File: src/rtl/crypt_serial_tx_if.sv
// Word handshake and serial-line signals of the parity-framed transmitter.
// master: the word source; slave: crypt_serial_tx.
interface crypt_serial_tx_if #(
  parameter int DATA_W = 32
);
  logic [DATA_W-1:0] Data_Tx;
  logic              Tx_Valid;
  logic              Tx_Ready;
  logic              Tx;
  logic              CLK_B;
  logic              Tx_Busy;
  logic              Tx_Done;

  modport master (
    output Data_Tx, Tx_Valid,
    input  Tx_Ready, Tx, CLK_B, Tx_Busy, Tx_Done
  );

  modport slave (
    input  Data_Tx, Tx_Valid,
    output Tx_Ready, Tx, CLK_B, Tx_Busy, Tx_Done
  );
endinterface

File: src/rtl/crypt_serial_tx.sv
// Parity-framed serial transmitter: start, 32 data bits LSB first, optional even
// parity (macro CRYPT_TX_PARITY_EN), stop. All outputs come straight from flops.
module crypt_serial_tx #(
  parameter int CLKS_PER_BIT = 16,
  parameter int DATA_W       = 32
) (
  input  logic              CLK,
  input  logic              CLR,
  crypt_serial_tx_if.slave  bus
);
  localparam int              CNT_W    = $clog2(CLKS_PER_BIT);
  localparam logic [CNT_W-1:0] CNT_LAST = CNT_W'(CLKS_PER_BIT - 1);
  localparam logic [CNT_W-1:0] CNT_PRE  = CNT_W'(CLKS_PER_BIT - 2);
  localparam logic [4:0]       IDX_LAST = 5'(DATA_W - 1);

  typedef enum logic [2:0] {
    IDLE   = 3'd0,
    START  = 3'd1,
    DATA   = 3'd2,
`ifdef CRYPT_TX_PARITY_EN
    PARITY = 3'd3,
`endif
    STOP   = 3'd4
  } state_t;

  state_t            state;
  logic [CNT_W-1:0]  baud_cnt;
  logic [4:0]        bit_idx;
  logic [DATA_W-1:0] shift;
  logic              tx_r;
  logic              ready_r;
  logic              busy_r;
  logic              done_r;
  logic              clkb_r;
`ifdef CRYPT_TX_PARITY_EN
  logic              parity_r;
`endif

  logic bit_end;
  assign bit_end = (baud_cnt == CNT_LAST);

  // NOTE: every register here is assigned with <= so all of them see the
  // pre-edge values of one another; a blocking '=' would create ordering races.
  always_ff @(posedge CLK) begin
    if (CLR) begin
      state    <= IDLE;
      baud_cnt <= '0;
      bit_idx  <= '0;
      shift    <= '0;
      tx_r     <= 1'b1;
      ready_r  <= 1'b1;
      busy_r   <= 1'b0;
      done_r   <= 1'b0;
      clkb_r   <= 1'b0;
`ifdef CRYPT_TX_PARITY_EN
      parity_r <= 1'b0;
`endif
    end else begin
      done_r <= 1'b0;
      clkb_r <= 1'b0;
      if (state == IDLE) begin
        if (bus.Tx_Valid) begin
          shift    <= bus.Data_Tx;
`ifdef CRYPT_TX_PARITY_EN
          parity_r <= ^bus.Data_Tx;
`endif
          bit_idx  <= '0;
          baud_cnt <= '0;
          tx_r     <= 1'b0;
          ready_r  <= 1'b0;
          busy_r   <= 1'b1;
          state    <= START;
        end
      end else begin
        baud_cnt <= bit_end ? '0 : baud_cnt + CNT_W'(1);
        // Pulses are raised one cycle early so they land on the last cycle of the bit.
        clkb_r   <= (baud_cnt == CNT_PRE);
        done_r   <= (state == STOP) && (baud_cnt == CNT_PRE);
        if (bit_end) begin
          unique case (state)
            START: begin
              tx_r  <= shift[0];
              state <= DATA;
            end
            DATA: begin
              shift   <= shift >> 1;
              bit_idx <= bit_idx + 5'd1;
              if (bit_idx == IDX_LAST) begin
`ifdef CRYPT_TX_PARITY_EN
                tx_r  <= parity_r;
                state <= PARITY;
`else
                tx_r  <= 1'b1;
                state <= STOP;
`endif
              end else begin
                tx_r <= shift[1];
              end
            end
`ifdef CRYPT_TX_PARITY_EN
            PARITY: begin
              tx_r  <= 1'b1;
              state <= STOP;
            end
`endif
            STOP: begin
              tx_r    <= 1'b1;
              ready_r <= 1'b1;
              busy_r  <= 1'b0;
              state   <= IDLE;
            end
            default: state <= IDLE;
          endcase
        end
      end
    end
  end

  assign bus.Tx       = tx_r;
  assign bus.Tx_Ready = ready_r;
  assign bus.Tx_Busy  = busy_r;
  assign bus.Tx_Done  = done_r;
  assign bus.CLK_B    = clkb_r;

endmodule

File: src/flat_wrapper.sv
// flat-port wrapper written by rule: the top's interface ports become plain ports
module crypt_serial_tx_flat 
#(
  parameter int CLKS_PER_BIT = 16,
  parameter int DATA_W       = 32
)
  (CLK, CLR, bus_Data_Tx, bus_Tx_Valid, bus_Tx_Ready, bus_Tx, bus_CLK_B, bus_Tx_Busy, bus_Tx_Done);
  crypt_serial_tx_if #(.DATA_W(DATA_W)) bus_i ();
  input  logic CLK;
  input  logic CLR;
  input wire logic [$bits(bus_i.Data_Tx)-1:0] bus_Data_Tx;
  input wire logic [$bits(bus_i.Tx_Valid)-1:0] bus_Tx_Valid;
  output wire logic [$bits(bus_i.Tx_Ready)-1:0] bus_Tx_Ready;
  output wire logic [$bits(bus_i.Tx)-1:0] bus_Tx;
  output wire logic [$bits(bus_i.CLK_B)-1:0] bus_CLK_B;
  output wire logic [$bits(bus_i.Tx_Busy)-1:0] bus_Tx_Busy;
  output wire logic [$bits(bus_i.Tx_Done)-1:0] bus_Tx_Done;
  assign bus_i.Data_Tx = bus_Data_Tx;
  assign bus_i.Tx_Valid = bus_Tx_Valid;
  assign bus_Tx_Ready = bus_i.Tx_Ready;
  assign bus_Tx = bus_i.Tx;
  assign bus_CLK_B = bus_i.CLK_B;
  assign bus_Tx_Busy = bus_i.Tx_Busy;
  assign bus_Tx_Done = bus_i.Tx_Done;
  crypt_serial_tx #(.CLKS_PER_BIT(CLKS_PER_BIT), .DATA_W(DATA_W)) u_core (.CLK(CLK), .CLR(CLR), .bus(bus_i));
endmodule
File: config.mk
export PLATFORM = sky130hd
export DESIGN_NAME = crypt_serial_tx_flat
export DESIGN_NICKNAME = d
export VERILOG_FILES = /design/src/rtl/crypt_serial_tx_if.sv /design/src/rtl/crypt_serial_tx.sv /design/src/flat_wrapper.sv
export SDC_FILE = /design/constraint.sdc
export NUM_CORES = 1
export LEC_CHECK = 0
export CORE_MARGIN = 2
export CORE_UTILIZATION = 52
export CTS_BUF_LIST = sky130_fd_sc_hd__clkbuf_16
export CTS_CLUSTER_DIAMETER = 200
export DETAILED_ROUTE_END_ITERATION = 8
export GPL_TIMING_DRIVEN = 1
export PLACE_DENSITY = 0.84
export SYNTH_ARGS = -nofsm -noshare
export SYNTH_HDL_FRONTEND = slang
export SYNTH_SLANG_ARGS = --single-unit
File: constraint.sdc
create_clock -name CLK -period 2.2 [get_ports CLK]
set_input_delay 0.44 -clock CLK [delete_from_list [all_inputs] [get_ports CLK]]
set_output_delay 0.44 -clock CLK [all_outputs]
set_load 0.05 [all_outputs]
==> flow_summary.json, run 1 <==
{
  "status": "completed",
  "synth_compound_area_share_pct": 23.1,
  "synth_xor_area_share_pct": 0.763,
  "clk_pin_slew_ns": 0.07,
  "period_share_pct": 86.8,
  "synth-adder-area-share_pct": 2.18,
  "critPathKind": "flop to flop",
  "maxCapViolCount": 0,
  "synth_top_family_by_area": "simple AND/OR/NAND/NOR gates",
  "syn_avg_cell_area_um2": 8.28,
  "worst_pin_slew_ns": 0.488,
  "final_cell_mix": "nand2_1 (68), dfxtp_1 (49), nor2_1 (44)",
  "drc_errors": 0,
  "seq_power_share_pct": 42.4,
  "cts_tree": "done",
  "yosys.area_share.simple_pct": 25.6,
  "place_ws_ns": 0.0249,
  "place_congestion": 0.811,
  "maxSlewViolCount": 0,
  "slew_headroom_pct": 67.0,
  "dpl.hpwl_um": 3380,
  "grtUsageTotal_pct": 21.5,
  "cts-resized-gates": 0,
  "fp.dieW_um": 70.4,
  "crit_required_ns": 2.39,
  "fin_ws_ns": 0.290,
  "hold_path.class": "flop to flop",
  "cp.arrival_ns": 2.10,
  "p_int_mw": 1.78,
  "die_y_um": 70.4,
  "ctsHoldBuffers": 0,
  "synth_fp_nets": 316,
  "cts_htree_levels": 2,
  "synth-seq-area-share_pct": 42.7,
  "area.growth.synth_to_final_pct": 30.0,
  "critPathLaunchType": "flop",
  "syn_area_um2": 2290,
  "diodes": 0,
  "ys_types": 34,
  "period_needed_ns": 1.91,
  "r2r_setup_slack_ns": 0.29,
  "yosys_register_bits": 49,
  "wl_per_cell_um": 13.6,
  "mostFrequentLayoutCell": "nand2_1",
  "dr.pass1.iters": 4,
  "post-cts-setup-buffers": 0,
  "p_leak_nw": 1.11,
  "netSwitchingFraction_pct": 23.9,
  "setup_violations": 0,
  "drtIter0Drc": 135,
  "final_nets": 354,
  "power_density_nw_per_um2": 784,
  "insertion_delay_ns": 0.29,
  "final_antenna_net_count": 0,
  "grt-ovfl-total": 0,
  "hold_viol_final": 0,
  "routed_via_density": 5.76,
  "whs_path_depth": 2,
  "hold_start": "u_core.bit_idx[4]",
  "grt_first_pass_wirelength_um": 8690,
  "holdPathEnd": "u_core.bit_idx[4]",
  "fp.dieArea_um2": 4960,
  "rsz0062_at_grt": "no",
  "cts-buffers-inserted": 5,
  "clkPwrFrac_pct": 41.4,
  "ios": 40,
  "postRouteWirelength_um": 5010,
  "pwr-share-comb_pct": 16.2,
  "reg2regPathDepth": 5,
  "grt_max_degree": 23,
  "rr_startpoint": "u_core.state[2]",
  "crit_fanout": 22,
  "synth_warnings": 0,
  "syn_inst": 277,
  "grt_pass1_vias": 2044,
  "synth.area.mux_share_pct": 0,
  "antenna_found_initial": 0,
  "max_freq_ghz": 0.524,
  "row_count": 24,
  "timing.rr.end": "u_core.shift[24]",
  "num_vias": 2118,
  "ir_drop_uv": 449,
  "ctsRootBufferMaster": "clkbuf_16",
  "clkSinkCount": 49,
  "start_util_pct": 53.4,
  "port_buffers": 39,
  "clock_skew_ns": 0.00663,
  "drive_gt1_share_pct": 13.9,
  "p_switching_mw": 0.558,
  "crit_path_end_kind": "flop",
  "cts_buffer_depth": 2,
  "nFillCells": 326,
  "fp.coreArea_um2": 4290,
  "tns_ns": 0
}
-- through the flow --
| stage | utilization [%] | cell area (µm²) | power (mW) | hold WS, ns | std cells |
|---|---|---|---|---|---|
| final | 69.5 | 2980 | 2.34 | 0.471 | 368 |
| after global routing | 69.5 | 2980 | 2.43 | 0.488 | 368 |
| after CTS | 69.5 | 2980 | 2.35 | 0.467 | 368 |
| after detailed placement | 65.0 | 2790 | 1.39 | 0.458 | 360 |
| after global placement | 65.0 | 2790 | 1.37 | 0.446 | 360 |
| after floorplan | - | 2290 | 1.24 | 0.436 | 277 |
-- worst max path at each step --
stage,from,end,slack (ns),depth (start not counted)
5_1_grt,u_core.baud_cnt[0],u_core.shift[29],0.17,6
3_3_place_gp,bus_Tx_Valid,u_core.shift[21],0.05,6
4_1_cts,u_core.state[2],u_core.shift[24],0.28,5
6_report,u_core.state[2],u_core.shift[24],0.29,5
2_1_floorplan,u_core.state[1],u_core.shift[4],0.55,6
3_5_place_dp,bus_Tx_Valid,u_core.shift[24],0.02,6
-- critical path, cell delays in order (launching register included) --
cell and delay, ns:
dfxtp_1 0.44, or3b_1 0.50, o21ai_4 0.35, buf_12 0.20, nor2_1 0.05, a311oi_1 0.27
-- cells in the mapped netlist --
| cell | count | area share (%) |
|---|---|---|
| a211oi_1 | 1 | 0.33 |
| a21o_1 | 1 | 0.33 |
| a21oi_1 | 13 | 2.8 |
| a311oi_1 | 16 | 6.1 |
| a311oi_2 | 16 | 10 |
| a31oi_1 | 3 | 0.82 |
| a41oi_1 | 1 | 0.38 |
| and3_1 | 2 | 0.55 |
| buf_1 | 1 | 0.16 |
| buf_2 | 5 | 1.1 |
| buf_4 | 1 | 0.33 |
| buf_6 | 3 | 1.5 |
| clkbuf_1 | 14 | 2.3 |
| dfxtp_1 | 49 | 43 |
| ha_1 | 4 | 2.2 |
| inv_1 | 2 | 0.33 |
| nand2_1 | 68 | 11 |
| nand2b_1 | 1 | 0.27 |
| nand3_1 | 6 | 1.3 |
| nand3b_1 | 1 | 0.33 |
| nand4_1 | 2 | 0.55 |
| nand4b_1 | 1 | 0.38 |
| nor2_1 | 44 | 7.2 |
| nor3_1 | 7 | 1.5 |
| nor4b_1 | 2 | 0.76 |
| o211ai_1 | 1 | 0.33 |
| o21ai_0 | 5 | 1.1 |
| o21ai_2 | 1 | 0.38 |
| or3_1 | 1 | 0.27 |
| or3b_1 | 1 | 0.38 |
| or4_1 | 1 | 0.33 |
| or4b_4 | 1 | 0.60 |
| xnor2_1 | 1 | 0.38 |
| xor2_1 | 1 | 0.38 |
-- logic make-up after synthesis --
kind of cell / after synthesis
AOI/OAI and AO/OA: 58
adders and majority gates: 4
and+or+nand+nor: 138
DFF: 49
xor gates and xnor gates: 2
buffers and inverters: 26
-- power groups by stage --
stage / sequential (mW) / combinational (mW) / clock [mW]
after global placement: 1.01 / 0.366 / 0
after detailed placement: 1.01 / 0.377 / 0
after global routing: 0.999 / 0.418 / 1.02
after CTS: 0.990 / 0.382 / 0.981
after floorplan: 1.02 / 0.225 / 0
final: 0.991 / 0.379 / 0.967
-- registers in the layout, summed over array words and instances (netlist names), 3 cells and up --
register / cells
u_core.baud_cnt: 4
u_core.bit_idx: 5
u_core.shift: 32
u_core.state: 3
-- final cells by class --
type                    instances  area, µm²  share of cell area, %
clock inverters                 3       65.1                   2.18
repair buffers                 55        543                   18.2
flip-flops and latches         49        981                   32.9
inverters                       2       7.51                  0.252
multi-input cells             202       1200                   40.1
clock buffers                   5        125                   4.19
well taps                      52       65.1                   2.18
-- metal layers --
| metal | wire [µm] | global-route usage, % | vias up |
|---|---|---|---|
| met5 | 0 | 0 | - |
| met4 | 108 | 11.1 | 0 |
| met3 | 241 | 5.19 | 11 |
| met2 | 2430 | 35.5 | 69 |
| met1 | 2230 | 25.8 | 989 |
| li1 | - | - | 1049 |
Note: power is estimated with default switching activity, not from simulation.
==> run 2, diff against run 1 <==
- MAX_ROUTING_LAYER: unset -> met4
- TNS_END_PERCENT: unset -> 10
==> flow_summary.json, run 2 (synthesized netlist as in run 1, its figures left out) <==
{
  "cp.arrival_ns": 2.10,
  "ctsRootBufferMaster": "clkbuf_16",
  "p_leak_nw": 1.11,
  "maxCapViolCount": 0,
  "regMostFlops": "u_core.shift",
  "cts_tree": "done",
  "timing.rr.end": "u_core.shift[24]",
  "place_congestion": 0.823,
  "dr.pass1.iters": 4,
  "rr_startpoint": "u_core.state[2]",
  "rsz0062_at_grt": "no",
  "place_ws_ns": 0.0249,
  "slew_headroom_pct": 67.4,
  "period_share_pct": 86.9,
  "setup_violations": 0,
  "maxSlewViolCount": 0,
  "area.growth.synth_to_final_pct": 30.0,
  "hold_viol_final": 0,
  "final_nets": 354,
  "final_util_pct": 69.5,
  "grt_first_pass_wirelength_um": 8690,
  "drtIter0Drc": 110,
  "slowest_stage": "or3b_1",
  "crit_required_ns": 2.39,
  "insertion_delay_ns": 0.29,
  "tns_ns": 0,
  "grt_max_degree": 23,
  "wl_per_cell_um": 13.6,
  "hold_path.class": "flop to flop",
  "mostFrequentLayoutCell": "nand2_1",
  "num_vias": 2104,
  "postRouteWirelength_um": 4990,
  "worst_pin_slew_ns": 0.488,
  "startpoint": "u_core.state[2]",
  "power_density_nw_per_um2": 784,
  "max_freq_ghz": 0.523,
  "slowest_delay_ns": 0.50,
  "critPathLaunchType": "flop",
  "diodes": 0,
  "start_util_pct": 53.4,
  "ctsHoldBuffers": 0,
  "r2r_setup_slack_ns": 0.29,
  "ir_drop_uv": 449,
  "cp_cell_sequence": "or3b_1 -> o21ai_4 -> buf_12 -> nor2_1 -> a311oi_1",
  "row_count": 24,
  "die_y_um": 70.4,
  "reg2regPathDepth": 5,
  "grt_pass1_vias": 2045,
  "fin_ws_ns": 0.288,
  "setup.worst_path.end": "u_core.shift[24]",
  "grt-ovfl-total": 0,
  "antenna_found_initial": 0,
  "final_cell_mix": "nand2_1 (68), dfxtp_1 (49), nor2_1 (44)",
  "largest_reg_flops": 32,
  "crit_fanout": 22,
  "critPathKind": "flop to flop",
  "ios": 40,
  "drive_gt1_share_pct": 13.9,
  "cts_buffer_depth": 2,
  "final_antenna_net_count": 0,
  "port_buffers": 39,
  "clkSinkCount": 49,
  "post-cts-setup-buffers": 0,
  "fp.coreArea_um2": 4290,
  "place_area_um2": 2790,
  "cts-buffers-inserted": 5,
  "clk_pin_slew_ns": 0.07,
  "stdcell_area_um2": 2980,
  "grtUsageTotal_pct": 22.1,
  "status": "completed",
  "dpl.hpwl_um": 3380,
  "clock_skew_ns": 0.00665,
  "cts-resized-gates": 0,
  "top_regs": "u_core.shift (32), u_core.bit_idx (5), u_core.baud_cnt (4)",
  "crit_path_end_kind": "flop",
  "drc_errors": 0,
  "cts_htree_levels": 2,
  "routed_via_density": 5.72,
  "period_needed_ns": 1.91,
  "fp.dieW_um": 70.4,
  "fp.dieArea_um2": 4960
}
## run 2: cell counts in the layout (fill, tap and decap cells not counted)
No cell type changed its count.
## run 2: area by class of cell
type                       count  area, µm²
multi-input combinational    202       1200
timing repair buffer          55        543
tap                           52       65.1
clock buffer                   5        125
inverter                       2       7.51
clock inverter                 3       65.1
sequential                    49        981
fill                         326       1310
## run 2: report_power, final
group | switching, mW | leakage, nW | internal (mW) | total, mW
Sequential | 0.0388 | 0.403 | 0.952 | 0.991
Combinational | 0.200 | 0.612 | 0.179 | 0.379
Clock | 0.318 | 0.0938 | 0.649 | 0.967
Total | 0.557 | 1.11 | 1.78 | 2.34
## run 2: critical path, delay by kind of cell (launching register included)
kind / cells / cell delay [ns]
AO/OA/AOI/OAI: 2 / 0.61
AND/OR/NAND/NOR: 2 / 0.55
flip-flops: 1 / 0.44
buffers and inverters: 1 / 0.20
## run 2: worst min-delay path by stage
stage | start | end | slack (ns) | depth (start not counted)
after floorplan | u_core.bit_idx[4] | u_core.bit_idx[4] | 0.44 | 2
after global placement | u_core.bit_idx[4] | u_core.bit_idx[4] | 0.45 | 2
after detailed placement | u_core.bit_idx[4] | u_core.bit_idx[4] | 0.46 | 2
after CTS | u_core.bit_idx[4] | u_core.bit_idx[4] | 0.47 | 2
after global routing | u_core.bit_idx[4] | u_core.bit_idx[4] | 0.49 | 2
final | u_core.bit_idx[4] | u_core.bit_idx[4] | 0.47 | 2
## run 2: through the flow
stage | hold WS, ns | instances | total power, mW
floorplan | 0.436 | 277 | 1.24
global placement | 0.446 | 360 | 1.37
detailed placement | 0.458 | 360 | 1.39
CTS | 0.467 | 368 | 2.35
global route | 0.488 | 368 | 2.43
finish | 0.470 | 368 | 2.34
## run 2: layer usage
| layer | global-route usage, % | vias up | routed length, µm |
|---|---|---|---|
| met1 | 25.8 | 982 | 2240 |
| li1 | - | 1050 | - |
| met4 | 11.1 | 0 | 106 |
| met2 | 35.5 | 61 | 2410 |
| met5 | - | - | 0 |
| met3 | 5.19 | 11 | 237 |
